`config.mk`:
```
export PLATFORM = sky130hd
export DESIGN_NAME = byte_mem_seq
export DESIGN_NICKNAME = d
export VERILOG_FILES = /design/src/rtl/byte_mem_pkg.sv /design/src/rtl/byte_mem_array.sv /design/src/rtl/byte_mem_seq.sv
export SDC_FILE = /design/constraint.sdc
export NUM_CORES = 1
export LEC_CHECK = 0
export CAP_MARGIN = 5
export CORE_ASPECT_RATIO = 0.9
export CORE_MARGIN = 5
export CORE_UTILIZATION = 45
export CTS_BUF_LIST = sky130_fd_sc_hd__clkbuf_2 sky130_fd_sc_hd__clkbuf_4 sky130_fd_sc_hd__clkbuf_8
export DETAILED_ROUTE_END_ITERATION = 10
export PLACE_DENSITY = 0.68
export SETUP_SLACK_MARGIN = 0.1
export SYNTH_ARGS = -nofsm -noshare
export SYNTH_HDL_FRONTEND = slang
export SYNTH_HIERARCHICAL = 1
export SYNTH_SLANG_ARGS = --single-unit
export TNS_END_PERCENT = 30
```
`constraint.sdc`:
```
create_clock -name clk -period 3.33 [get_ports clk]
set_input_delay 0.666 -clock clk [delete_from_list [all_inputs] [get_ports clk]]
set_output_delay 0.666 -clock clk [all_outputs]
set_load 0.1 [all_outputs]
```
`src/rtl/byte_mem_pkg.sv`:
```
// Shared definitions for the byte-addressable sequenced memory:
// request size encodings, sequencer state codes and a size decoder.
package byte_mem_pkg;

  // Request size field encodings
  localparam logic [1:0] SZ_B = 2'b00;  // 1 byte
  localparam logic [1:0] SZ_H = 2'b01;  // 2 bytes
  localparam logic [1:0] SZ_W = 2'b10;  // 4 bytes
  localparam logic [1:0] SZ_D = 2'b11;  // 8 bytes

  // Sequencer state codes
  localparam logic [1:0] ST_IDLE = 2'd0;
  localparam logic [1:0] ST_BUSY = 2'd1;
  localparam logic [1:0] ST_RESP = 2'd2;

  // Number of bytes moved by a transaction of the given size
  function automatic logic [3:0] size_to_nbytes(input logic [1:0] size);
    logic [3:0] n;
    n = 4'd1;
    case (size)
      SZ_B: n = 4'd1;
      SZ_H: n = 4'd2;
      SZ_W: n = 4'd4;
      SZ_D: n = 4'd8;
      default: n = 4'd1;
    endcase
    return n;
  endfunction

endpackage

```
`src/rtl/byte_mem_array.sv`:
```
// Byte-wide scratch storage: DEPTH x 8 bits, one synchronous write port,
// one combinational read port, synchronous clear on reset.
// Before the first reset, byte i holds i[7:0].
module byte_mem_array #(
  parameter int unsigned ADDR_W = 4
) (
  input  logic              clk,
  input  logic              reset,
  input  logic              we_i,
  input  logic [ADDR_W-1:0] addr_i,
  input  logic [7:0]        wdata_i,
  output logic [7:0]        rdata_o
);

  localparam int unsigned DEPTH = 1 << ADDR_W;

  logic [7:0] cells [DEPTH];

  // One register per byte so each can carry its own power-up value
  for (genvar i = 0; i < DEPTH; i++) begin : g_cell
    logic [7:0] byte_q = 8'(i);

    // Clear on reset, otherwise take the write when addressed
    always_ff @(posedge clk) begin
      if (reset) begin
        byte_q <= '0;
      end else if (we_i && (addr_i == ADDR_W'(i))) begin
        byte_q <= wdata_i;
      end
    end

    assign cells[i] = byte_q;
  end

  assign rdata_o = cells[addr_i];

endmodule

```
`src/rtl/byte_mem_seq.sv`:
```
// Byte-addressable memory with 1/2/4/8-byte little-endian transactions.
// The storage port is one byte wide, so a sequencer moves one byte per
// cycle between a valid/ready request channel and a valid/ready response.
// Optional: define BYTE_MEM_SEQ_ALIGN_CHECK_EN to reject misaligned
// requests with rsp_err instead of performing them.
module byte_mem_seq
  import byte_mem_pkg::*;
#(
  parameter int unsigned ADDR_W     = 4,
  parameter int unsigned DATA_BYTES = 8
) (
  input  logic                    clk,
  input  logic                    reset,
  input  logic                    req_valid,
  output logic                    req_ready,
  input  logic                    req_we,
  input  logic [ADDR_W-1:0]       req_addr,
  input  logic [1:0]              req_size,
  input  logic [8*DATA_BYTES-1:0] req_wdata,
  output logic                    rsp_valid,
  input  logic                    rsp_ready,
  output logic [8*DATA_BYTES-1:0] rsp_rdata,
  output logic                    rsp_err
);

  localparam int unsigned KW = $clog2(DATA_BYTES);

  logic [1:0]              state_q, state_d;
  logic [KW-1:0]           k_q, k_d;
  logic                    we_q;
  logic [ADDR_W-1:0]       addr_q;
  logic [1:0]              size_q;
  logic [8*DATA_BYTES-1:0] wdata_q;
  logic [8*DATA_BYTES-1:0] rdata_q;

  logic                    accept;
  logic                    last;
  logic                    access_ok;
  logic [ADDR_W-1:0]       mem_addr;
  logic [7:0]              mem_rdata;
  logic                    mem_we;

  assign req_ready = (state_q == ST_IDLE);
  assign rsp_valid = (state_q == ST_RESP);
  assign rsp_rdata = rdata_q;
  assign accept    = req_valid && req_ready;
  assign last      = (4'(k_q) == (size_to_nbytes(size_q) - 4'd1));
  // Address arithmetic is ADDR_W wide, so wrap past DEPTH-1 is implicit
  assign mem_addr  = addr_q + ADDR_W'(k_q);
  assign mem_we    = (state_q == ST_BUSY) && we_q && access_ok;

`ifdef BYTE_MEM_SEQ_ALIGN_CHECK_EN
  logic err_q;
  logic misaligned;

  assign misaligned = |(req_addr & ADDR_W'(size_to_nbytes(req_size) - 4'd1));
  assign access_ok  = !err_q;
  assign rsp_err    = err_q;

  // Error flag captured at accept, held until the next accept
  always_ff @(posedge clk) begin
    if (reset) begin
      err_q <= 1'b0;
    end else if (accept) begin
      err_q <= misaligned;
    end
  end
`else
  assign access_ok = 1'b1;
  assign rsp_err   = 1'b0;
`endif

  byte_mem_array #(
    .ADDR_W (ADDR_W)
  ) u_array (
    .clk     (clk),
    .reset   (reset),
    .we_i    (mem_we),
    .addr_i  (mem_addr),
    .wdata_i (wdata_q[8*k_q +: 8]),
    .rdata_o (mem_rdata)
  );

  // Sequencer next state and byte index
  always_comb begin
    state_d = state_q;
    k_d     = k_q;
    case (state_q)
      ST_IDLE: begin
        if (accept) begin
          state_d = ST_BUSY;
          k_d     = '0;
        end
      end
      ST_BUSY: begin
        // A rejected request spends a single cycle here, then responds
        if (!access_ok || last) begin
          state_d = ST_RESP;
        end else begin
          k_d = k_q + 1'b1;
        end
      end
      ST_RESP: begin
        if (rsp_ready) begin
          state_d = ST_IDLE;
        end
      end
      default: state_d = ST_IDLE;
    endcase
  end

  // Sequencer state registers
  always_ff @(posedge clk) begin
    if (reset) begin
      state_q <= ST_IDLE;
      k_q     <= '0;
    end else begin
      state_q <= state_d;
      k_q     <= k_d;
    end
  end

  // Request capture and read-data assembly
  always_ff @(posedge clk) begin
    if (reset) begin
      we_q    <= 1'b0;
      addr_q  <= '0;
      size_q  <= SZ_B;
      wdata_q <= '0;
      rdata_q <= '0;
    end else if (accept) begin
      we_q    <= req_we;
      addr_q  <= req_addr;
      size_q  <= req_size;
      wdata_q <= req_wdata;
      rdata_q <= '0;
    end else if ((state_q == ST_BUSY) && !we_q && access_ok) begin
      rdata_q[8*k_q +: 8] <= mem_rdata;
    end
  end

endmodule

```
==> results.md <==
- Status: completed
- Rows: 56
- DRT antenna net count: 0
- Synth Flop Type: dfxtp_1
- Yosys warnings: 6
- CTS tree: done
- Area occupied by registers: 5370 µm²
- Netlist Area Pre-Place: 11800 µm²
- Hold EP: we_q
- Congestion Overflow GR: 0
- TritonCTS Sinks: 268
- Via count: 10296
- Initial Util: 45.6%
- Hold Crit Depth: 2
- Share of synthesized registers carrying an async set or reset: 0%
- Worst setup margin: 0.272 ns
- Multi-input logic area: 5840 µm²
- FMAX: 327 MHz
- H-tree levels: 2
- Flop pwr share: 47.3%
- P_sw: 1800 µW
- Port bufs: 140
- Synth area leaders: dfxtp_1, a21oi_1, mux4_2
- Die area: 29700 µm²
- Max-Cap Viols: 0
- R2R depth: 11
- Die Width: 181 µm
- Yosys cell types: 52
- Crit-path max FO: 40
- Int Pwr: 5200 µW
- Height of the die: 164 µm
- CTS clk-pin slew, worst paths: 0.06 ns
- Core Footprint: 26000 µm²
- RSZ-0062 raised after global routing: no
- Worst-skew pair later-pin latency: 0.56 ns
- Area Overhead vs Synth: 19.4%
- Fin Clk Skew: 0.0276 ns
- Gpl congestion: 0.790
- Final min period: 3.06 ns
- Tcrit/Tclk final: 91.8%
- Finish-stage setup viols: 0
- Hold wc startpoint: reset
- R2R Path End: rsp_rdata[45]
- Residual DRC: 0
- Syn nets: 1434
- Combinational cell fraction of total power: 10.7%
- ANT cells: 0
- Share of cells above drive strength 1: 17.9%
- Post-CTS Hold Fix Bufs: 0
- Seq/Total Area, Yosys: 45.3%
- Startpoint Class: flop
- EDFF count, synth: 0
- Final hold violations: 0
- Syn_area_per_cell: 8.77 µm²
- Drt wl/cell: 18.5 µm
- Reg2Reg Launch Point: k_q[0]
- Area share of the largest cell type after synthesis: 45.3%
- #FFs+latches synth: 268
- Post-Syn Instances: 1351
- Vias per cell: 5.69
- Switching share of total power: 25.7%
- Critical Setup Path Class: flop to flop
- Drt total wl: 33500 µm
- Post-DP HPWL: 21500 µm
- Initial DRC count: 906
- Worst Path Required: 3.77 ns
- Worst Hold Class: primary input to flop
- Placement Setup Slack: 0.256 ns
- Crit. End Element: flop
- Final setup TNS: 0 ns
- Clock Root Buffer: clkbuf_8
- Fill cell count: 2369
- Largest net degree at the start of global routing: 107
- I/O pins: 142
- Pre-antenna DRT Iters: 6
- Relative slew margins: 16.5%
- PD cells: 495 nW/µm²
- CP arrival: 3.50 ns
- Worst slew pin tran: 1.25 ns
- Number of global-route vias before repair: 9915
- CTS Buf Count: 45
- Leakage power: 0.00514 µW
- Reg-to-reg slack, setup: 0.27 ns
- Peak VDD IR: 0.265 mV
- Initial antenna violation count: 0
- First-pass GRT wire length: 54300 µm
- Max clock buf depth: 3
- Clock power frac: 42.1%
- Tot GR Track Use: 22.0%
- Synth area leader: dfxtp_1
- Nets: 1516
- Max-slew violation count: 0
-- layer usage --
metal	GRT usage (%)	vias to the layer above	part of all wire (%)
li1	-	4899	-
met3	3.90	46	7.5
met2	35.8	407	46
met1	30.8	4944	45
met5	0	-	0
met4	5.49	0	1.6
-- critical path: stages (launching register included) --
cell and delay, ns:
dfxtp_1 0.36, ha_2 0.19, inv_1 0.05, fa_1 0.42, inv_1 0.10, buf_12 0.26
mux4_2 0.53, a22oi_1 0.29, nand2_1 0.26, and2_1 0.25, mux2i_1 0.15, nor2_1 0.05
-- Yosys cell counts, drive strengths merged (2+ instances only) --
cell / number
and3b: 2
or2: 4
a21oi: 218
ha: 7
a22oi: 16
and2b: 2
and3: 2
nand3b: 10
mux4: 48
buf: 48
nor2b: 7
mux2i: 48
nor4: 3
inv: 6
nor2: 57
a21o: 2
or3: 3
nor3b: 3
clkbuf: 93
and2: 19
dfxtp: 268
nand2b: 8
or3b: 4
nand2: 187
nand3: 133
xnor2: 2
o21ai: 136
-- flip-flops by register name (all words and copies together) (netlist names) --
signal	cells
rsp_rdata	64
k_q	3
u_array/g_cell.byte_q	128
state_q	2
we_q	1
addr_q	4
wdata_q	64
size_q	2
-- cell usage in the layout (no fill, tap or decap), types with 3 or more instances in the layout --
master	instances
a21oi_1	218
nand2_1	186
nor2_1	39
or2_2	4
clkbuf_8	55
and2_1	19
o21ai_0	96
buf_4	97
nand3_1	133
nand3b_1	10
or3_1	3
nor2b_1	4
ha_1	6
o21ai_1	40
dfxtp_1	268
inv_1	6
buf_12	5
mux2i_1	48
nand2b_1	8
mux4_2	48
clkdlybuf4s50_1	73
nor2_2	18
nor2b_2	3
clkinv_2	3
clkbuf_4	17
a22oi_1	16
-- stage by stage --
stage | hold WS, ns | utilization, % | total power (µW) | cells | instance area, µm²
floorplan | 0.433 | - | 3860 | 1351 | 11800
global placement | 0.440 | 50.9 | 4110 | 1734 | 13200
detailed placement | 0.444 | 50.9 | 4120 | 1734 | 13200
CTS | 0.265 | 54.4 | 7060 | 1810 | 14100
global route | 0.270 | 54.4 | 7270 | 1810 | 14100
finish | 0.293 | 54.4 | 7000 | 1810 | 14100
-- cell families after synthesis --
family	Yosys count	share of synthesized area [%]
buf+inv	148	5.58
other cells	1	0.0317
mux	97	13.3
simple gates	449	18.2
fa+ha+maj	8	0.908
xor+xnor	3	0.222
flops	268	45.3
compound gates	377	16.5
-- worst max path at each step --
| stage | cells past startpoint | startpoint | end |
|---|---|---|---|
| final | 11 | k_q[0] | rsp_rdata[45] |
| after global routing | 11 | k_q[0] | rsp_rdata[45] |
| after CTS | 9 | k_q[2] | rsp_rdata[15] |
| after detailed placement | 9 | k_q[2] | rsp_rdata[15] |
| after global placement | 9 | k_q[2] | rsp_rdata[15] |
| after floorplan | 15 | k_q[1] | rsp_rdata[18] |
-- power by group through the flow --
stage               combinational (µW)  clock, µW  sequential [µW]
floorplan                          490          0             3370
CTS                                744       3010             3310
global route                       800       3160             3320
detailed placement                 742          0             3380
global placement                   739          0             3380
finish                             747       2950             3310
-- area by class of cell --
| class | instances | area share, % |
|---|---|---|
| Clock buffer | 72 | 6.25 |
| Sequential cell | 268 | 37.9 |
| Timing Repair Buffer | 176 | 11.1 |
| Tap cell | 348 | 3.08 |
| Multi-Input combinational cell | 935 | 41.3 |
| Clock inverter | 4 | 0.168 |
| Inverter | 7 | 0.186 |
-- timing repair --
action                                  in CTS  in global routing
setup buffers                                0                  0
endpoints found under the setup margin       0                 26
resized for setup                            0                  2
(Power assumes the default switching activity.)
